### src/rtl/packet_demux_pkg.sv
// Shared types and constants for the 1-to-N packet demux.
package packet_demux_pkg;

  typedef enum logic {
    IDLE   = 1'b0,
    ACTIVE = 1'b1
  } state_e;

  localparam int unsigned DROP_CNT_BITS = 16;

  // Saturating increment for the dropped-packet counter.
  function automatic logic [DROP_CNT_BITS-1:0] sat_inc(input logic [DROP_CNT_BITS-1:0] v);
    return (&v) ? v : v + 1'b1;
  endfunction

endpackage

### src/rtl/packet_demux_skid.sv
// Generic 2-entry register slice with a registered input-ready.
// Entry 0 is the head; entry 1 only fills while the head is stalled.
module packet_demux_skid #(
  parameter int unsigned W = 8
) (
  input  logic         clk_i,
  input  logic         rst_i,
  input  logic [W-1:0] in_dat_i,
  input  logic         in_val_i,
  output logic         in_rdy_o,
  output logic [W-1:0] out_dat_o,
  output logic         out_val_o,
  input  logic         out_rdy_i
);

  logic [W-1:0] slot0_q, slot0_d, slot1_q, slot1_d;
  logic [1:0]   cnt_q, cnt_d;
  logic         rdy_q, rdy_d;
  logic         push, pop;

  // Next-state for slots, occupancy and the registered ready.
  always_comb begin
    push    = in_val_i && rdy_q;
    pop     = (cnt_q != 2'd0) && out_rdy_i;
    slot0_d = slot0_q;
    slot1_d = slot1_q;
    if (pop) begin
      if (cnt_q == 2'd2) slot0_d = slot1_q;
      else if (push)     slot0_d = in_dat_i;
    end else if (push) begin
      if (cnt_q == 2'd0) slot0_d = in_dat_i;
      else               slot1_d = in_dat_i;
    end
    cnt_d = cnt_q + {1'b0, push} - {1'b0, pop};
    rdy_d = (cnt_d < 2'd2);
  end

  // Slice registers; ready stays low through reset.
  always_ff @(posedge clk_i or posedge rst_i) begin
    if (rst_i) begin
      slot0_q <= '0;
      slot1_q <= '0;
      cnt_q   <= '0;
      rdy_q   <= 1'b0;
    end else begin
      slot0_q <= slot0_d;
      slot1_q <= slot1_d;
      cnt_q   <= cnt_d;
      rdy_q   <= rdy_d;
    end
  end

  assign in_rdy_o  = rdy_q;
  assign out_dat_o = slot0_q;
  assign out_val_o = (cnt_q != 2'd0);

endmodule

### src/rtl/packet_demux_1_to_n.sv
// 1-to-N packet demux: per-packet channel lock, one skid stage, lane fan-out.
// Optional feature macro: PACKET_DEMUX_DROP_EN (drop out-of-range packets
// and count them on o_drop_cnt; otherwise out-of-range routes to lane 0).
module packet_demux_1_to_n
  import packet_demux_pkg::*;
#(
  parameter int unsigned DAT_BYTS     = 8,
  parameter int unsigned DAT_BITS     = DAT_BYTS * 8,
  parameter int unsigned CTL_BITS     = 8,
  parameter int unsigned NUM_OUT      = 8,
  parameter int unsigned LOG2_NUM_OUT = (NUM_OUT == 1) ? 1 : $clog2(NUM_OUT),
  parameter int unsigned SEL_BIT      = CTL_BITS - LOG2_NUM_OUT,
  parameter int unsigned CLR_SEL      = 0,
  parameter int unsigned MOD_BITS     = (DAT_BYTS == 1) ? 1 : $clog2(DAT_BYTS)
) (
  input  logic                               i_clk,
  input  logic                               i_rst,
  input  logic [DAT_BITS-1:0]                i_axi_dat,
  input  logic                               i_axi_val,
  input  logic                               i_axi_sop,
  input  logic                               i_axi_eop,
  input  logic                               i_axi_err,
  input  logic [MOD_BITS-1:0]                i_axi_mod,
  input  logic [CTL_BITS-1:0]                i_axi_ctl,
  output logic                               i_axi_rdy,
  output logic [NUM_OUT-1:0][DAT_BITS-1:0]   o_n_axi_dat,
  output logic [NUM_OUT-1:0]                 o_n_axi_val,
  output logic [NUM_OUT-1:0]                 o_n_axi_sop,
  output logic [NUM_OUT-1:0]                 o_n_axi_eop,
  output logic [NUM_OUT-1:0]                 o_n_axi_err,
  output logic [NUM_OUT-1:0][MOD_BITS-1:0]   o_n_axi_mod,
  output logic [NUM_OUT-1:0][CTL_BITS-1:0]   o_n_axi_ctl,
  input  logic [NUM_OUT-1:0]                 o_n_axi_rdy
`ifdef PACKET_DEMUX_DROP_EN
  ,
  output logic [DROP_CNT_BITS-1:0]           o_drop_cnt
`endif
);

  typedef struct packed {
    logic [DAT_BITS-1:0]     dat;
    logic                    sop;
    logic                    eop;
    logic                    err;
    logic [MOD_BITS-1:0]     mod;
    logic [CTL_BITS-1:0]     ctl;
    logic [LOG2_NUM_OUT-1:0] sel;
  } entry_t;

  localparam int unsigned ENTRY_W  = $bits(entry_t);
  localparam bit          SEL_POW2 = ((1 << LOG2_NUM_OUT) == NUM_OUT);

  state_e                  state_q, state_d;
  logic [LOG2_NUM_OUT-1:0] sel_q, sel_d, beat_sel, lat_sel, route_sel;
  logic                    acc, start, beat_in_range, cur_drop;
  entry_t                  in_entry, head;
  logic [ENTRY_W-1:0]      head_bits;
  logic                    head_val, head_rdy;
  logic [CTL_BITS-1:0]     out_ctl;

  assign beat_sel = i_axi_ctl[SEL_BIT +: LOG2_NUM_OUT];
  assign acc      = i_axi_val && i_axi_rdy;
  // A beat starts a packet when idle, or when sop arrives before the previous eop.
  assign start    = (state_q == IDLE) || i_axi_sop;

  if (SEL_POW2) begin : g_pow2
    assign beat_in_range = 1'b1;
  end else begin : g_npow2
    assign beat_in_range = ({1'b0, beat_sel} < (LOG2_NUM_OUT + 1)'(NUM_OUT));
  end

`ifdef PACKET_DEMUX_DROP_EN
  logic                     drop_q, drop_d;
  logic [DROP_CNT_BITS-1:0] drop_cnt_q, drop_cnt_d;

  assign lat_sel = beat_sel;

  // Per-packet drop flag and saturating drop count, updated on start beats.
  always_comb begin
    drop_d     = drop_q;
    drop_cnt_d = drop_cnt_q;
    cur_drop   = start ? !beat_in_range : drop_q;
    if (acc && start) begin
      drop_d = !beat_in_range;
      if (!beat_in_range) drop_cnt_d = sat_inc(drop_cnt_q);
    end
  end

  // Drop flag and counter registers.
  always_ff @(posedge i_clk or posedge i_rst) begin
    if (i_rst) begin
      drop_q     <= 1'b0;
      drop_cnt_q <= '0;
    end else begin
      drop_q     <= drop_d;
      drop_cnt_q <= drop_cnt_d;
    end
  end

  assign o_drop_cnt = drop_cnt_q;
`else
  assign lat_sel  = beat_in_range ? beat_sel : '0;
  assign cur_drop = 1'b0;
`endif

  // FSM next-state and channel latch.
  always_comb begin
    state_d = state_q;
    sel_d   = sel_q;
    if (acc) begin
      if (start) sel_d = lat_sel;
      state_d = i_axi_eop ? IDLE : ACTIVE;
    end
  end

  // FSM state and latched channel.
  always_ff @(posedge i_clk or posedge i_rst) begin
    if (i_rst) begin
      state_q <= IDLE;
      sel_q   <= '0;
    end else begin
      state_q <= state_d;
      sel_q   <= sel_d;
    end
  end

  assign route_sel = start ? lat_sel : sel_q;

  // Pack the incoming beat with its routing tag.
  always_comb begin
    in_entry.dat = i_axi_dat;
    in_entry.sop = i_axi_sop;
    in_entry.eop = i_axi_eop;
    in_entry.err = i_axi_err;
    in_entry.mod = i_axi_mod;
    in_entry.ctl = i_axi_ctl;
    in_entry.sel = route_sel;
  end

  packet_demux_skid #(
    .W (ENTRY_W)
  ) u_skid (
    .clk_i     (i_clk),
    .rst_i     (i_rst),
    .in_dat_i  (in_entry),
    .in_val_i  (i_axi_val && !cur_drop),
    .in_rdy_o  (i_axi_rdy),
    .out_dat_o (head_bits),
    .out_val_o (head_val),
    .out_rdy_i (head_rdy)
  );

  assign head = head_bits;

  // Fan the head entry out to every lane; only the tagged lane sees val.
  always_comb begin
    out_ctl = head.ctl;
    if (CLR_SEL != 0) out_ctl[SEL_BIT +: LOG2_NUM_OUT] = '0;
    for (int unsigned i = 0; i < NUM_OUT; i++) begin
      o_n_axi_val[i] = head_val && (head.sel == LOG2_NUM_OUT'(i));
      o_n_axi_dat[i] = head.dat;
      o_n_axi_sop[i] = head.sop;
      o_n_axi_eop[i] = head.eop;
      o_n_axi_err[i] = head.err;
      o_n_axi_mod[i] = head.mod;
      o_n_axi_ctl[i] = out_ctl;
    end
  end

  assign head_rdy = |(o_n_axi_rdy & o_n_axi_val);

endmodule
### config.mk
export PLATFORM = sky130hd
export DESIGN_NAME = packet_demux_1_to_n
export DESIGN_NICKNAME = d
export VERILOG_FILES = /design/src/rtl/packet_demux_pkg.sv /design/src/rtl/packet_demux_skid.sv /design/src/rtl/packet_demux_1_to_n.sv
export SDC_FILE = /design/constraint.sdc
export NUM_CORES = 1
export LEC_CHECK = 0
export ABC_CLOCK_PERIOD_IN_PS = 5950
export CORE_AREA = 2 2 285 287
export CTS_BUF_LIST = sky130_fd_sc_hd__clkbuf_8
export DETAILED_ROUTE_END_ITERATION = 8
export DIE_AREA = 0 0 287 289
export PLACE_DENSITY = 0.38
export SLEW_MARGIN = 10
export SYNTH_ARGS = -nofsm -noshare
export SYNTH_HDL_FRONTEND = slang
export SYNTH_SLANG_ARGS = --single-unit
### constraint.sdc
create_clock -name i_clk -period 5.95 [get_ports i_clk]
set_clock_uncertainty 0.1 [all_clocks]
set_input_delay 1.19 -clock i_clk [delete_from_list [all_inputs] [get_ports i_clk]]
set_output_delay 1.19 -clock i_clk [all_outputs]
set_load 0.02 [all_outputs]
==> results of run 1 <==
metal layers:
| layer | vias to the layer above | wire length, microns | global-route usage [%] |
|---|---|---|---|
| li1 | 3636 | - | - |
| met1 | 3926 | 14740 | 9.596 |
| met2 | 328 | 18250 | 13.87 |
| met3 | 21 | 2013 | 1.945 |
| met4 | 2 | 421 | 2.474 |
| met5 | - | 13 | 0 |
layout by cell type, fill, tap and decap left out, types with 4 or more instances in the layout:
| master | instances |
|---|---|
| clkdlybuf4s50_1 | 721 |
| inv_1 | 241 |
| dfrtp_1 | 169 |
| mux2i_1 | 83 |
| a222oi_1 | 78 |
| clkbuf_8 | 18 |
| nor2_1 | 12 |
| nand2_1 | 8 |
| buf_4 | 8 |
| o21ai_0 | 5 |
| inv_6 | 5 |
| clkinv_4 | 4 |
report_power, final:
part           switching [mW]  internal (mW)  leakage, nW
combinational            3.95           3.47         5.04
sequential              0.673           1.69         1.84
clock                   0.514          0.437        0.221
total                    5.14           5.60         7.11
cell families (layout without fill, tap and decap cells):
kind of cell | count (synthesis) | after routing
other | 0 | 3
xor gates and xnor gates | 2 | 2
muxes | 85 | 85
buffers and inverters | 904 | 1003
DFF | 169 | 169
AOI/OAI and AO/OA | 100 | 100
and+or+nand+nor | 32 | 32
adders and majority gates | 2 | 2
sequential cells by signal, indices dropped and copies added, names as in the netlist:
register          flops
u_skid.out_dat_o     81
u_skid.cnt_q          2
sel_q                 3
u_skid.in_rdy_o       1
state_q               1
u_skid.slot1_q       81
final cells by class:
cell class / instances / area share (%)
clock buffer: 18 / 1.527
inverter: 242 / 5.646
multi-input combinational: 221 / 12.54
timing repair buffer: 729 / 44.86
antenna: 3 / 0.04627
sequential: 169 / 26.07
clock inverter: 14 / 1.141
tap: 1060 / 8.175
through the flow:
stage	power [mW]	setup WS [ns]	util, %	cell area, sq um	instances
floorplan	8.265	0.08491	-	12100	1294
global placement	9.874	1.861	19.75	15780	2421
detailed placement	9.917	1.857	19.75	15780	2421
CTS	10.96	2.236	20.30	16220	2453
finish	10.74	2.344	20.31	16220	2456
global route	11.41	2.107	20.30	16220	2454
worst min path at each step:
| stage | startpoint | endpoint | cells after the start |
|---|---|---|---|
| global route | state_q$_DFFE_PP0P_ | state_q$_DFFE_PP0P_ | 2 |
| CTS | state_q$_DFFE_PP0P_ | state_q$_DFFE_PP0P_ | 2 |
| floorplan | state_q$_DFFE_PP0P_ | state_q$_DFFE_PP0P_ | 2 |
| global placement | state_q$_DFFE_PP0P_ | state_q$_DFFE_PP0P_ | 2 |
| finish | state_q$_DFFE_PP0P_ | state_q$_DFFE_PP0P_ | 2 |
| detailed placement | state_q$_DFFE_PP0P_ | state_q$_DFFE_PP0P_ | 2 |
worst min-delay path, stage by stage, from the launching register on:
cell	delay (ns)
dfrtp_1	0.35
nand2_1	0.05
o21ai_0	0.06
==> flow_summary.json, run 1 <==
{
  "critical_path.endpoint": "o_n_axi_val[0]",
  "vias": 7913,
  "area_growth_pct": 34.04,
  "antenna_found_initial": 2,
  "pin_count": 722,
  "ant_nets": 0,
  "drt-pass1-iter-count": 8,
  "die_h_microns": 289,
  "port_buffers": 721,
  "syn-num-nets": 1385,
  "report.final.slew_viol_count": 0,
  "worstSetupStartpointType": "flop",
  "crit_cells": 4,
  "worst_ep_required_time_ns": 4.66,
  "cts_tree": "done",
  "synth.top_cell.area_share_pct": 39.20,
  "reg2reg_setup_slack_ns": 2.81,
  "multi_input_area_sq_um": 2034,
  "r2r_end": "u_skid.out_dat_o[10]$_DFFE_PP0P_",
  "regArea_sq_um": 4229,
  "cts_buffers": 17,
  "critical_path.max_stage_delay_ns": 0.65,
  "synth_top_area_cell": "buf_4",
  "slew_headroom_pct": 23.26,
  "synth_top_family_by_area": "buffers and inverters",
  "tightest_slew_ns": 1.151,
  "netlist_instances": 1294,
  "tns_ns": 0,
  "grt_pass1_vias": 7600,
  "hold_viol": 0,
  "cts_root_buffer": "clkbuf_8",
  "synth_common_cells": "632 x buf_4, 242 x inv_1, 169 x dfrtp_1",
  "hp-class": "reg -> reg",
  "crit_path_start": "u_skid.cnt_q[1]$_DFF_PP0_",
  "synth_cell_types": 33,
  "yosys.area_share.simple_pct": 1.199,
  "synth_ff_type": "dfrtp_1",
  "r2r_start": "u_skid.out_dat_o[0]$_DFFE_PP0P_",
  "syn_area_sq_um": 12100,
  "clock_latency_ns": 0.52,
  "fp.dieW_microns": 287,
  "ys_warn_count": 0,
  "core_area_sq_um": 79900,
  "r2r_cells": 4,
  "yosys-mux-area-fraction_pct": 7.051,
  "wl_mm": 35.44,
  "drive_gt1_share_pct": 3.589,
  "via_per_inst": 3.222,
  "powerDensity_nw_per_um2": 661.9,
  "ctsHoldBuffers": 0,
  "fmax_mhz": 277.3,
  "start_util_pct": 15.15,
  "synth-edff-count": 0,
  "yosysMostFrequentCell": "buf_4",
  "grt_pass1_wl_mm": 49.54,
  "cts_resized": 0,
  "crit_fanout": 4,
  "row_count": 104,
  "clkSinkCount": 169,
  "fin_crit_sh_pct": 60.61,
  "synth_fa_ha_area_share_pct": 0.2068,
  "cts_buffer_depth": 2,
  "async_flop_share_pct": 100.0,
  "setup_viol": 0,
  "slowest_stage": "clkdlybuf4s50_1",
  "syn_area_per_cell_sq_um": 9.353,
  "fin_nets": 1471,
  "avgRoutedWirePerCell_microns": 14.43,
  "crit_path_end_kind": "output pin",
  "synth-compound-area-share_pct": 8.053,
  "grt_setup_unrepaired": "no",
  "yosysSeqAreaShare_pct": 34.94,
  "hold_ws_ns": 0.3787,
  "cp_top_family": "simple AND/OR/NAND/NOR gates",
  "p_leak_nw": 7.106,
  "cp.buffers_inverters": 1,
  "path_class": "reg -> out",
  "grt_max_degree": 99,
  "drtIter0Drc": 600,
  "maxCapViolCount": 0,
  "synthTopCellsByArea": "buf_4 39%, dfrtp_1 35%, inv_1 7.5%",
  "nFillCells": 8746,
  "cts_setup_buffers": 0,
  "crit_chain": "nor2_1, or2_2, nor3_1, clkdlybuf4s50_1",
  "drc": 0,
  "htreeDepth": 4,
  "ys_ff_latch": 169,
  "ir_drop_mv": 0.2819,
  "die_area_sq_um": 82940,
  "dp_hpwl_mm": 25.73,
  "status": "completed",
  "gp_routability_congestion": 0.6667,
  "worstPathArrival_ns": 2.32,
  "synth_xor_area_share_pct": 0.1447,
  "period_minus_slack_ns": 3.606,
  "path_clk_slew_ns": 0.10,
  "grt_usage_pct": 7.952,
  "grt_overflow_total": 0
}
Power figures use the tool's default switching activity.
==> inputs of run 2 (changes only) <==
- ABC_CLOCK_PERIOD_IN_PS: 5950 -> 3500
- CORE_AREA: 2 2 285 287 -> 2 2 278 280
- DIE_AREA: 0 0 287 289 -> 0 0 280 282
- clock period: 5.95 -> 3.5 ns (I/O delays scaled with it)
==> run 2 against run 1 <==
  * First-iteration DRC count decreased by 14%
  * Sequential cell count unchanged
  * Via count grew 0.39%
  * Utilization increased by 1.1 points
  * Clock power is 54% higher
  * Combinational power up 73%
  * Non-clock buffer count up 6
  * Global-route usage rose by 0.50 points
  * Sequential power increased by 70%
  * Largest power group unchanged
  * Highest routed layer unchanged
==> flow_summary.json, run 2 (synthesis gave the netlist of run 1 again) <==
{
  "start_util_pct": 15.99,
  "antenna_found_initial": 2,
  "final_cell_mix": "721 x clkdlybuf4s50_1, 241 x inv_1, 169 x dfrtp_1",
  "avgRoutedWirePerCell_microns": 14.92,
  "slowest_stage": "clkdlybuf4s50_1",
  "critical_path.max_stage_delay_ns": 0.65,
  "slew_headroom_pct": 60.03,
  "pin_count": 722,
  "ant_nets": 0,
  "clock_latency_ns": 0.54,
  "via_per_inst": 3.339,
  "maxCapViolCount": 0,
  "cts_buffers": 17,
  "worst_ep_required_time_ns": 2.70,
  "fp.dieW_microns": 280,
  "core_area_sq_um": 75700,
  "drt-pass1-iter-count": 9,
  "hold_ws_ns": 0.3833,
  "p_total_mw": 18.27,
  "setup_viol": 0,
  "gp_routability_congestion": 0.6561,
  "crit_path_end_kind": "output pin",
  "ir_drop_mv": 0.3716,
  "grt_setup_unrepaired": "no",
  "ctsHoldBuffers": 0,
  "p_leak_nw": 7.144,
  "row_count": 101,
  "grt_pass1_wl_mm": 49.87,
  "cts_buffer_depth": 2,
  "tns_ns": 0,
  "cts_tree": "done",
  "worstSetupStartpointType": "flop",
  "tightest_slew_ns": 0.5996,
  "grt_usage_pct": 8.456,
  "die_h_microns": 282,
  "drtIter0Drc": 515,
  "clkSinkCount": 169,
  "drc": 0,
  "cts_setup_buffers": 0,
  "period_minus_slack_ns": 3.173,
  "area_growth_pct": 34.02,
  "fin_crit_sh_pct": 90.67,
  "wl_mm": 35.50,
  "dp_hpwl_mm": 26.93,
  "drive_gt1_share_pct": 4.003,
  "grt_overflow_total": 0,
  "path_clk_slew_ns": 0.11,
  "hp-class": "reg -> reg",
  "status": "completed",
  "report.final.slew_viol_count": 0,
  "fin_nets": 1477,
  "cts_resized": 0,
  "crit_fanout": 4,
  "fmax_mhz": 315.1,
  "grt_pass1_vias": 7713,
  "port_buffers": 721,
  "vias": 7944,
  "worstPathArrival_ns": 2.37,
  "die_area_sq_um": 78960,
  "grt_max_degree": 92,
  "path_class": "reg -> out",
  "crit_chain": "nor2_1, or2_2, nor3_1, clkdlybuf4s50_1",
  "cts_root_buffer": "clkbuf_8",
  "nFillCells": 8149,
  "powerDensity_nw_per_um2": 1126,
  "hold_viol": 0,
  "final_common_cell": "clkdlybuf4s50_1",
  "htreeDepth": 4
}
## run 2: cell types whose count changed in the layout (fill, tap and decap cells not counted), moves of 2 or more
cell	delta
buf_4	-3
clkinv_4	-2
inv_8	+3
buf_12	+9
bufinv_16	-3
## run 2: worst max-delay path: cells and delay by family, from the launching register on
family        cells  cell delay, ns
flops             1            0.42
simple gates      3            0.77
buf+inv           1            0.65
## run 2: power breakdown
part	internal (mW)	switching [mW]	leakage [nW]
registers	2.87	1.14	1.84
logic	6.04	6.76	5.10
clock network	0.533	0.925	0.199
## run 2: layout make-up
class / instances / area, sq um / share of cell area (%)
timing repair buffer: 735 / 7435 / 45.83
sequential: 169 / 4229 / 26.07
multi-input combinational: 221 / 2034 / 12.54
tap: 978 / 1224 / 7.544
inverter: 242 / 912.1 / 5.623
clock buffer: 17 / 234.0 / 1.442
clock inverter: 15 / 147.6 / 0.9102
antenna: 2 / 5.005 / 0.03085
## run 2: path summary, 6_finish.rpt
path | slack, ns | start | depth (start not counted) | endpoint
setup / recovery | 0.33 | u_skid.cnt_q[1]$_DFF_PP0_ | 4 | o_n_axi_val[0]
hold / removal | 0.38 | state_q$_DFFE_PP0P_ | 2 | state_q$_DFFE_PP0P_
setup reg to reg | 0.90 | u_skid.out_dat_o[0]$_DFFE_PP0P_ | 9 | u_skid.cnt_q[1]$_DFF_PP0_
hold reg to reg | 0.38 | state_q$_DFFE_PP0P_ | 2 | state_q$_DFFE_PP0P_
max in group asynchronous | 2.26 | i_rst | 3 | u_skid.slot1_q[5]$_DFFE_PP0P_
min in group asynchronous | 0.51 | i_rst | 3 | u_skid.slot1_q[36]$_DFFE_PP0P_
## run 2: metal layers
metal | routed length [microns] | global-route usage, %
met5 | 11 | 0
met4 | 409 | 2.701
met3 | 1978 | 2.179
met2 | 18810 | 15.04
met1 | 14290 | 9.873
## run 2: through the flow
stage               cells  area, sq um  util, %  setup slack, ns
detailed placement   2345        15830    20.92           0.4126
CTS                  2377        16220    21.42           0.1786
finish               2379        16220    21.43           0.3265
floorplan            1294        12110        -           0.5453
global route         2378        16220    21.43           0.1062
global placement     2345        15830    20.92           0.3939
